## config.mk

```make
export PLATFORM = sky130hd
export DESIGN_NAME = board_debug_ctrl
export DESIGN_NICKNAME = d
export VERILOG_FILES = /design/src/rtl/board_debug_ctrl.sv
export SDC_FILE = /design/constraint.sdc
export NUM_CORES = 1
export LEC_CHECK = 0
export CAP_MARGIN = 20
export CORE_AREA = 2 2 134 136
export CTS_CLUSTER_SIZE = 24
export DETAILED_ROUTE_END_ITERATION = 16
export DIE_AREA = 0 0 136 138
export PLACE_DENSITY_LB_ADDON = 0.25
export RECOVER_POWER = 50
export SLEW_MARGIN = 20
export SYNTH_ARGS = -nofsm -noshare
export SYNTH_HDL_FRONTEND = slang
export SYNTH_SLANG_ARGS = --single-unit
export TNS_END_PERCENT = 100
```

## constraint.sdc

```tcl
create_clock -name clk -period 3.6 [get_ports clk]
set_input_delay 0.72 -clock clk [delete_from_list [all_inputs] [get_ports clk]]
set_output_delay 0.72 -clock clk [all_outputs]
set_load 0.05 [all_outputs]
```

## src/rtl/board_debug_ctrl.sv

```systemverilog
// board_debug_ctrl: run/step clock-enable generator, button-driven register viewer and HEX/LED display.
// Optional feature: define BOARD_DBG_DEBOUNCE_EN for counter-based button debouncing.
module board_debug_ctrl #(
  parameter int CLK_DIV      = 5_000_000,
  parameter int NUM_REGS     = 16,
  parameter int DATA_W       = 16,
  parameter int DEBOUNCE_CYC = 250_000
) (
  input  logic                       clk,
  input  logic                       reset,
  input  logic [2:0]                 btn_n,
  input  logic [NUM_REGS*DATA_W-1:0] reg_flat,
  input  logic [15:0]                pc_count,
  input  logic [4:0]                 flags,
  output logic                       cpu_ce,
  output logic                       run_mode,
  output logic [3:0]                 sel,
  output logic [6:0]                 hex0,
  output logic [6:0]                 hex1,
  output logic [6:0]                 hex2,
  output logic [6:0]                 hex3,
  output logic [6:0]                 hex4,
  output logic [6:0]                 hex5,
  output logic [9:0]                 ledr
);
  localparam int DIV_W = $clog2(CLK_DIV);

  typedef enum logic {S_HALT = 1'b0, S_RUN = 1'b1} state_t;

  if (CLK_DIV < 2 || NUM_REGS < 2 || NUM_REGS > 16 || DATA_W < 1 || DATA_W > 16 ||
      DEBOUNCE_CYC < 1) begin : g_param_check
    $error("board_debug_ctrl: parameter out of range");
  end

  function automatic logic [6:0] seg7(input logic [3:0] d);
    logic [6:0] s;
    case (d)
      4'h0: s = 7'h40;  4'h1: s = 7'h79;  4'h2: s = 7'h24;  4'h3: s = 7'h30;
      4'h4: s = 7'h19;  4'h5: s = 7'h12;  4'h6: s = 7'h02;  4'h7: s = 7'h78;
      4'h8: s = 7'h00;  4'h9: s = 7'h10;  4'hA: s = 7'h08;  4'hB: s = 7'h03;
      4'hC: s = 7'h46;  4'hD: s = 7'h21;  4'hE: s = 7'h06;  default: s = 7'h0E;
    endcase
    return s;
  endfunction

  logic [2:0] r_sync1, r_sync2, r_deb_prev, r_press;
  logic [2:0] w_deb;

  // Stage: two-flop synchroniser, released level on reset
  always_ff @(posedge clk) begin
    if (reset) begin
      r_sync1 <= 3'b111;
      r_sync2 <= 3'b111;
    end else begin
      r_sync1 <= btn_n;
      r_sync2 <= r_sync1;
    end
  end

`ifdef BOARD_DBG_DEBOUNCE_EN
  localparam int DBC_W = $clog2(DEBOUNCE_CYC + 1);
  logic [2:0]       r_deb;
  logic [DBC_W-1:0] r_dbc [3];

  // Stage: debounce, level flips only after DEBOUNCE_CYC consecutive differing samples
  always_ff @(posedge clk) begin
    if (reset) begin
      r_deb <= 3'b111;
      for (int b = 0; b < 3; b++) r_dbc[b] <= '0;
    end else begin
      for (int b = 0; b < 3; b++) begin
        if (r_sync2[b] == r_deb[b]) begin
          r_dbc[b] <= '0;
        end else if (r_dbc[b] == DBC_W'(DEBOUNCE_CYC - 1)) begin
          r_deb[b] <= r_sync2[b];
          r_dbc[b] <= '0;
        end else begin
          r_dbc[b] <= r_dbc[b] + 1'b1;
        end
      end
    end
  end
  assign w_deb = r_deb;
`else
  assign w_deb = r_sync2;
`endif

  // Stage: press detect, one pulse per debounced falling edge
  always_ff @(posedge clk) begin
    if (reset) begin
      r_deb_prev <= 3'b111;
      r_press    <= '0;
    end else begin
      r_deb_prev <= w_deb;
      r_press    <= r_deb_prev & ~w_deb;
    end
  end

  state_t           r_state, w_state_nxt;
  logic [DIV_W-1:0] r_div, w_div_nxt;
  logic             r_ce, w_ce_nxt;
  logic [3:0]       r_sel, w_sel_nxt;

  // Stage: mode FSM, divider and selector
  always_ff @(posedge clk) begin
    if (reset) begin
      r_state <= S_RUN;
      r_div   <= '0;
      r_ce    <= 1'b0;
      r_sel   <= '0;
    end else begin
      r_state <= w_state_nxt;
      r_div   <= w_div_nxt;
      r_ce    <= w_ce_nxt;
      r_sel   <= w_sel_nxt;
    end
  end

  // A mode pulse swallows any coincident step pulse.
  always_comb begin
    w_state_nxt = r_state;
    w_div_nxt   = r_div;
    w_ce_nxt    = 1'b0;
    w_sel_nxt   = r_sel;
    if (r_press[1]) begin
      w_state_nxt = (r_state == S_RUN) ? S_HALT : S_RUN;
      w_div_nxt   = '0;
    end else if (r_state == S_RUN) begin
      if (r_div == DIV_W'(CLK_DIV - 1)) begin
        w_ce_nxt  = 1'b1;
        w_div_nxt = '0;
      end else begin
        w_div_nxt = r_div + 1'b1;
      end
    end else begin
      w_div_nxt = '0;
      w_ce_nxt  = r_press[0];
    end
    if (r_press[2]) begin
      w_sel_nxt = (r_sel == 4'(NUM_REGS - 1)) ? 4'd0 : r_sel + 1'b1;
    end
  end

  logic [15:0] w_reg_val;
  logic        w_unused_pc_hi;
  assign w_unused_pc_hi = ^pc_count[15:8];

  always_comb begin
    w_reg_val               = '0;
    w_reg_val[DATA_W-1:0]   = reg_flat[r_sel*DATA_W +: DATA_W];
  end

  logic [6:0] r_hex [6];
  logic [9:0] r_ledr;

  // Stage: registered display outputs
  always_ff @(posedge clk) begin
    if (reset) begin
      for (int d = 0; d < 6; d++) r_hex[d] <= 7'h7F;
      r_ledr <= '0;
    end else begin
      for (int d = 0; d < 4; d++) r_hex[d] <= seg7(w_reg_val[4*d +: 4]);
      r_hex[4] <= seg7(pc_count[3:0]);
      r_hex[5] <= seg7(pc_count[7:4]);
      r_ledr   <= {run_mode, r_sel, flags};
    end
  end

  // Masking with reset keeps the enable low for the whole reset cycle.
  assign cpu_ce   = r_ce & ~reset;
  assign run_mode = (r_state == S_RUN);
  assign sel      = r_sel;
  assign hex0     = r_hex[0];
  assign hex1     = r_hex[1];
  assign hex2     = r_hex[2];
  assign hex3     = r_hex[3];
  assign hex4     = r_hex[4];
  assign hex5     = r_hex[5];
  assign ledr     = r_ledr;

endmodule

```

Word level (Yosys, flattened, before mapping)
Memories as Yosys holds them, arrays and structs flattened.
Index checks and enable logic that the tools add are counted.
- memories kept: 7
- word-level logic and storage cells: 53
- register bits after elaboration: 51
- memory bits (read-only): 672
- input port bits: 282
- output and inout port bits: 58
- bits in writable memories: 42
- shift operators: 1
- reduce and logical (&&, ||, !) cells: 2
- multiplexer cells: 19
- equality and inequality tests: 2
- $add $sub $neg: 2
- bitwise operators: 11
- memories (name ; depth ; width ; read ports ; clocked after Yosys merged registers in ; wr ports ; RTL line ; source):
    (no name shown) ; 16 ; 7 ; 1 ; 0 ; 0 ; 37 ; case (d)
    (no name shown) ; 16 ; 7 ; 1 ; 0 ; 0 ; 37 ;
    (no name shown) ; 16 ; 7 ; 1 ; 0 ; 0 ; 37 ;
    (no name shown) ; 16 ; 7 ; 1 ; 0 ; 0 ; 37 ;
    (no name shown) ; 16 ; 7 ; 1 ; 0 ; 0 ; 37 ;
    (no name shown) ; 16 ; 7 ; 1 ; 0 ; 0 ; 37 ;
    1 more memories ; n/a ; n/a ; n/a ; n/a ; n/a ; n/a ;
- operators by type and width (kind ; number):
    $shiftx A256 B9 Y16 ; 1
    $mux W7 ; 12
    $add A23 B1 Y23 const B ; 1
    $eq A23 B23 Y1 const B ; 1
    $mux W1 ; 6
    $or A1 B1 Y1 ; 6
    $add A4 B1 Y4 const B ; 1
    $eq A4 B4 Y1 const B ; 1
    $mux W4 ; 1
    $reduce_or A4 Y1 ; 1
    $and A3 B3 Y3 ; 1
    $not A3 Y3 ; 1
    $not A1 Y1 ; 2
    $reduce_or A2 Y1 ; 1
    $and A1 B1 Y1 ; 1

Longest topological paths before layout
An unclocked memory read counts as a cell.
- word-level depth: 4
- gate-level depth with buffers: 13
- depth with buffers taken out: 9

Worst setup path before layout
No wires, ideal clock.
- path kind: flip-flop to flip-flop
- from: register r_sel[0] (netlist: sel[0])
- to: memory r_hex[0][3]
- data required time: 3.505 ns
- arrival: 2.884 ns
- path buffers: 3
- slack: 0.621 ns
- cell stages (with the launch flop): 10
- clock period less this slack: 2.979 ns
- setup time: 0.095 ns
- cell sequence: dfxtp_1 -> buf_6 -> buf_12 -> buf_12 -> mux4_1 -> mux4_2 -> inv_1 -> ha_1 -> and2_1 -> o311ai_1
- RTL lines (item ; RTL line ; source):
    from (decl) ; 102 ; logic [3:0] r_sel, w_sel_nxt;
    from (signal assigned) ; 115 ; r_sel <= w_sel_nxt;
    to (decl) ; 153 ; logic [6:0] r_hex [6];

==> qor.json <==
{
  "num-nets-final": 1222,
  "setup_repair_after_global_routing_missed_its_margin": "no",
  "first_global_vias": 5945,
  "die-height_um": 138,
  "cts_max_level": 3,
  "cts.clk_slew.worst_paths_ps": 70,
  "gpl.final_weighted_congestion": 0.885,
  "ys_dominant_reg_cell": "sky130_fd_sc_hd__dfxtp_1",
  "worst_setup_path_end_kind": "register",
  "total_negative_setup_slack_ps": 0,
  "path_max_fanout": 5,
  "cp_data_required_time_ps": 3870,
  "run_status": "completed",
  "synth.cell_area_um2": 6390,
  "clk_root_buffer_cell": "sky130_fd_sc_hd__clkbuf_16",
  "detailroute.via_count": 6028,
  "leakage_nw": 3.83,
  "routed_via_density": 5.29,
  "synth_compound_area_share_pct": 11.2,
  "reg2regPathDepth": 9,
  "hp-class": "reg2reg",
  "synth.top_cells.by_area": "sky130_fd_sc_hd__dfxtp_1 29%, sky130_fd_sc_hd__mux4_2 13%, sky130_fd_sc_hd__mux4_1 12%",
  "ys_ff_latch": 93,
  "cts_sinks": 93,
  "r2r_start": "sel[0]",
  "setup.worst_path.class": "in2reg",
  "die_x_um": 136,
  "cts_resized": 0,
  "clkLatencyLatePin_ps": 340,
  "post_synth_net_total": 904,
  "post_route_cells_drive_above_1_share_pct": 10.1,
  "routed_wl_um": 23300,
  "fraction_of_synthesized_area_in_multiplexers_pct": 30.2,
  "placed_cells": 1119,
  "postSynthAreaPerCell_um2": 10.9,
  "detail_route.wl_per_cell_um": 20.5,
  "synth_xor_area_share_pct": 3.15,
  "floorplan.initialDensity_pct": 36.4,
  "post_synth_and_or_nand_nor_area_fraction_pct": 13.0,
  "synth.cells.most_frequent": "93 x sky130_fd_sc_hd__dfxtp_1, 54 x sky130_fd_sc_hd__nor2_1, 38 x sky130_fd_sc_hd__ha_1, 36 x sky130_fd_sc_hd__mux4_2, 32 x sky130_fd_sc_hd__nand2_1",
  "drc": 0,
  "combinational_family_with_the_most_area_after_synthesis": "multiplexers",
  "finalMaxSlewViolations": 0,
  "timing.final.crit_period_ps": 3030,
  "maxCapViolations": 0,
  "boundaryPins": 340,
  "cts_buffers": 9,
  "netlist.area_leader.share_pct": 29.1,
  "number_of_antenna_violations_at_the_first_check_in_global_routing": 7,
  "synth-edff-count": 0,
  "total_power_mw": 3.00,
  "coreArea_um2": 17500,
  "hold_viol": 0,
  "asr_flop_ratio_synth_pct": 0,
  "fin_hold_ws_ps": 410,
  "place_worst_setup_slack_ps": 314,
  "syn-instance-count": 584,
  "fin_crit_sh_pct": 84.2,
  "synth_cell_type_count": 62,
  "post-cts-setup-buffer-count": 0,
  "grt_start_max_net_pins": 37,
  "synthToLayoutAreaGrowth_pct": 58.8,
  "post-route-worst-setup-slack_ps": 570,
  "timing.hold.worst_path_depth": 2,
  "clock.fmax_mhz": 330,
  "r2r_end": "r_hex[2][5]",
  "powerDensity_nw_per_um2": 295,
  "synth_largest_area_cell": "sky130_fd_sc_hd__dfxtp_1",
  "yosysWarnings": 0,
  "synth-seq-area-share_pct": 29.1,
  "globalRouteOverflowTotal": 0,
  "timing.clock.skew_ps": 6.32,
  "yosys.area_share.adder_pct": 7.44,
  "grt_use_total_pct": 24.6,
  "finalCoreUtilization_pct": 57.9,
  "ir_drop_mv": 0.188,
  "final-setup-viol-count": 0,
  "cts_hold_buffers": 0,
  "count_of_standard_cell_rows": 49,
  "worst_setup_path_start_kind": "primary input",
  "grt_first_pass_wirelength_um": 34400,
  "final_cell_count_no_fill": 1140,
  "postRouteAntennaNets": 0,
  "max_slew.worst_pin.slew_ps": 956,
  "worst_ep_arrival_time_ps": 3300,
  "die_outline_area_um2": 18800,
  "holdCritStartpoint": "r_deb_prev[1]",
  "cts-root-to-sink-buffers": 2,
  "place.port_buffers": 331,
  "place.detailed.hpwl_um": 19400,
  "stdcell_area_um2": 10100,
  "reg2reg_setup_slack_ps": 660,
  "drt_first_pass_iters": 5,
  "tritoncts": "done",
  "worst_hold_path.endpoint": "r_press[1]",
  "post-synth-top-count-cell": "sky130_fd_sc_hd__dfxtp_1",
  "dpl-instance-area_um2": 9830,
  "drtIter0Drc": 420,
  "slew_headroom_pct": 34.4
}
[worst max path at each step]
stage | startpoint | to | slack [ps] | depth (start not counted)
CTS | reg_flat[197] | r_hex[1][3] | 660 | 9
floorplan | sel[0] | r_hex[0][3] | 620 | 9
detailed placement | reg_flat[197] | r_hex[1][3] | 310 | 9
global placement | reg_flat[197] | r_hex[1][3] | 350 | 9
finish | reg_flat[197] | r_hex[1][3] | 570 | 9
global route | reg_flat[197] | r_hex[1][3] | 490 | 9
[worst max-delay path: stages]
cell and delay (ps):
sky130_fd_sc_hd__clkdlybuf4s50_1 510, sky130_fd_sc_hd__mux4_1 650, sky130_fd_sc_hd__mux4_2 600, sky130_fd_sc_hd__inv_1 160
sky130_fd_sc_hd__ha_1 270, sky130_fd_sc_hd__inv_1 60, sky130_fd_sc_hd__mux2i_1 120, sky130_fd_sc_hd__nor3_1 60
sky130_fd_sc_hd__a31oi_1 140
[power by group]
part | internal (mW) | switching [mW]
combinational | 0.493 | 0.435
sequential | 1.09 | 0.0230
clock | 0.547 | 0.414
total | 2.13 | 0.871
[kinds of logic (layout without fill, tap and decap cells)]
kind of cell	Yosys count	count (layout)
adder cells (fa/ha/maj)	38	38
buffers and inverters	66	389
multiplexers	98	98
flip-flops	93	93
AND/OR/NAND/NOR	170	170
XOR/XNOR	23	23
other	0	4
AO/OA/AOI/OAI	96	96
[flip-flops by register name (all words and copies together) (netlist names)]
register,cells
r_hex,42
r_press,3
r_div,23
r_ce,1
r_deb_prev,3
r_sync1,3
ledr,10
sel,4
r_sync2,3
run_mode,1
[metal layers]
| metal | vias to the layer above | share of wire (%) | GRT usage (%) |
|---|---|---|---|
| met4 | 4 | 1.9 | 7.46 |
| met1 | 2866 | 38 | 30.1 |
| li1 | 2856 | - | - |
| met3 | 34 | 8.6 | 7.26 |
| met5 | - | 0.10 | 0 |
| met2 | 268 | 51 | 41.6 |
[cells in the final DEF, fill, tap and decap left out, drive strengths merged, types with 7 or more instances in the layout]
cell,n
clkdlybuf4s50,291
dfxtp,93
mux4,66
nor2,56
dlygate4sd3,39
ha,38
nand2,32
inv,29
mux2i,26
nand3,16
xor2,16
nor2b,15
o211ai,14
buf,14
o21ai,14
nor3,12
or2,12
clkbuf,12
a21oi,10
nand2b,9
a22oi,8
a221o,7
xnor2,7
[layout make-up]
type	instances	area [um2]
Timing Repair Buffer	346	3430
Clock buffer	10	229
Clock inverter	6	70.1
Antenna cell	4	10.0
Fill cell	1560	7390
Multi-Input combinational cell	425	4150
Inverter	27	101
Sequential cell	93	1870
Tap cell	229	287
Note: power is estimated with default switching activity, not from simulation.
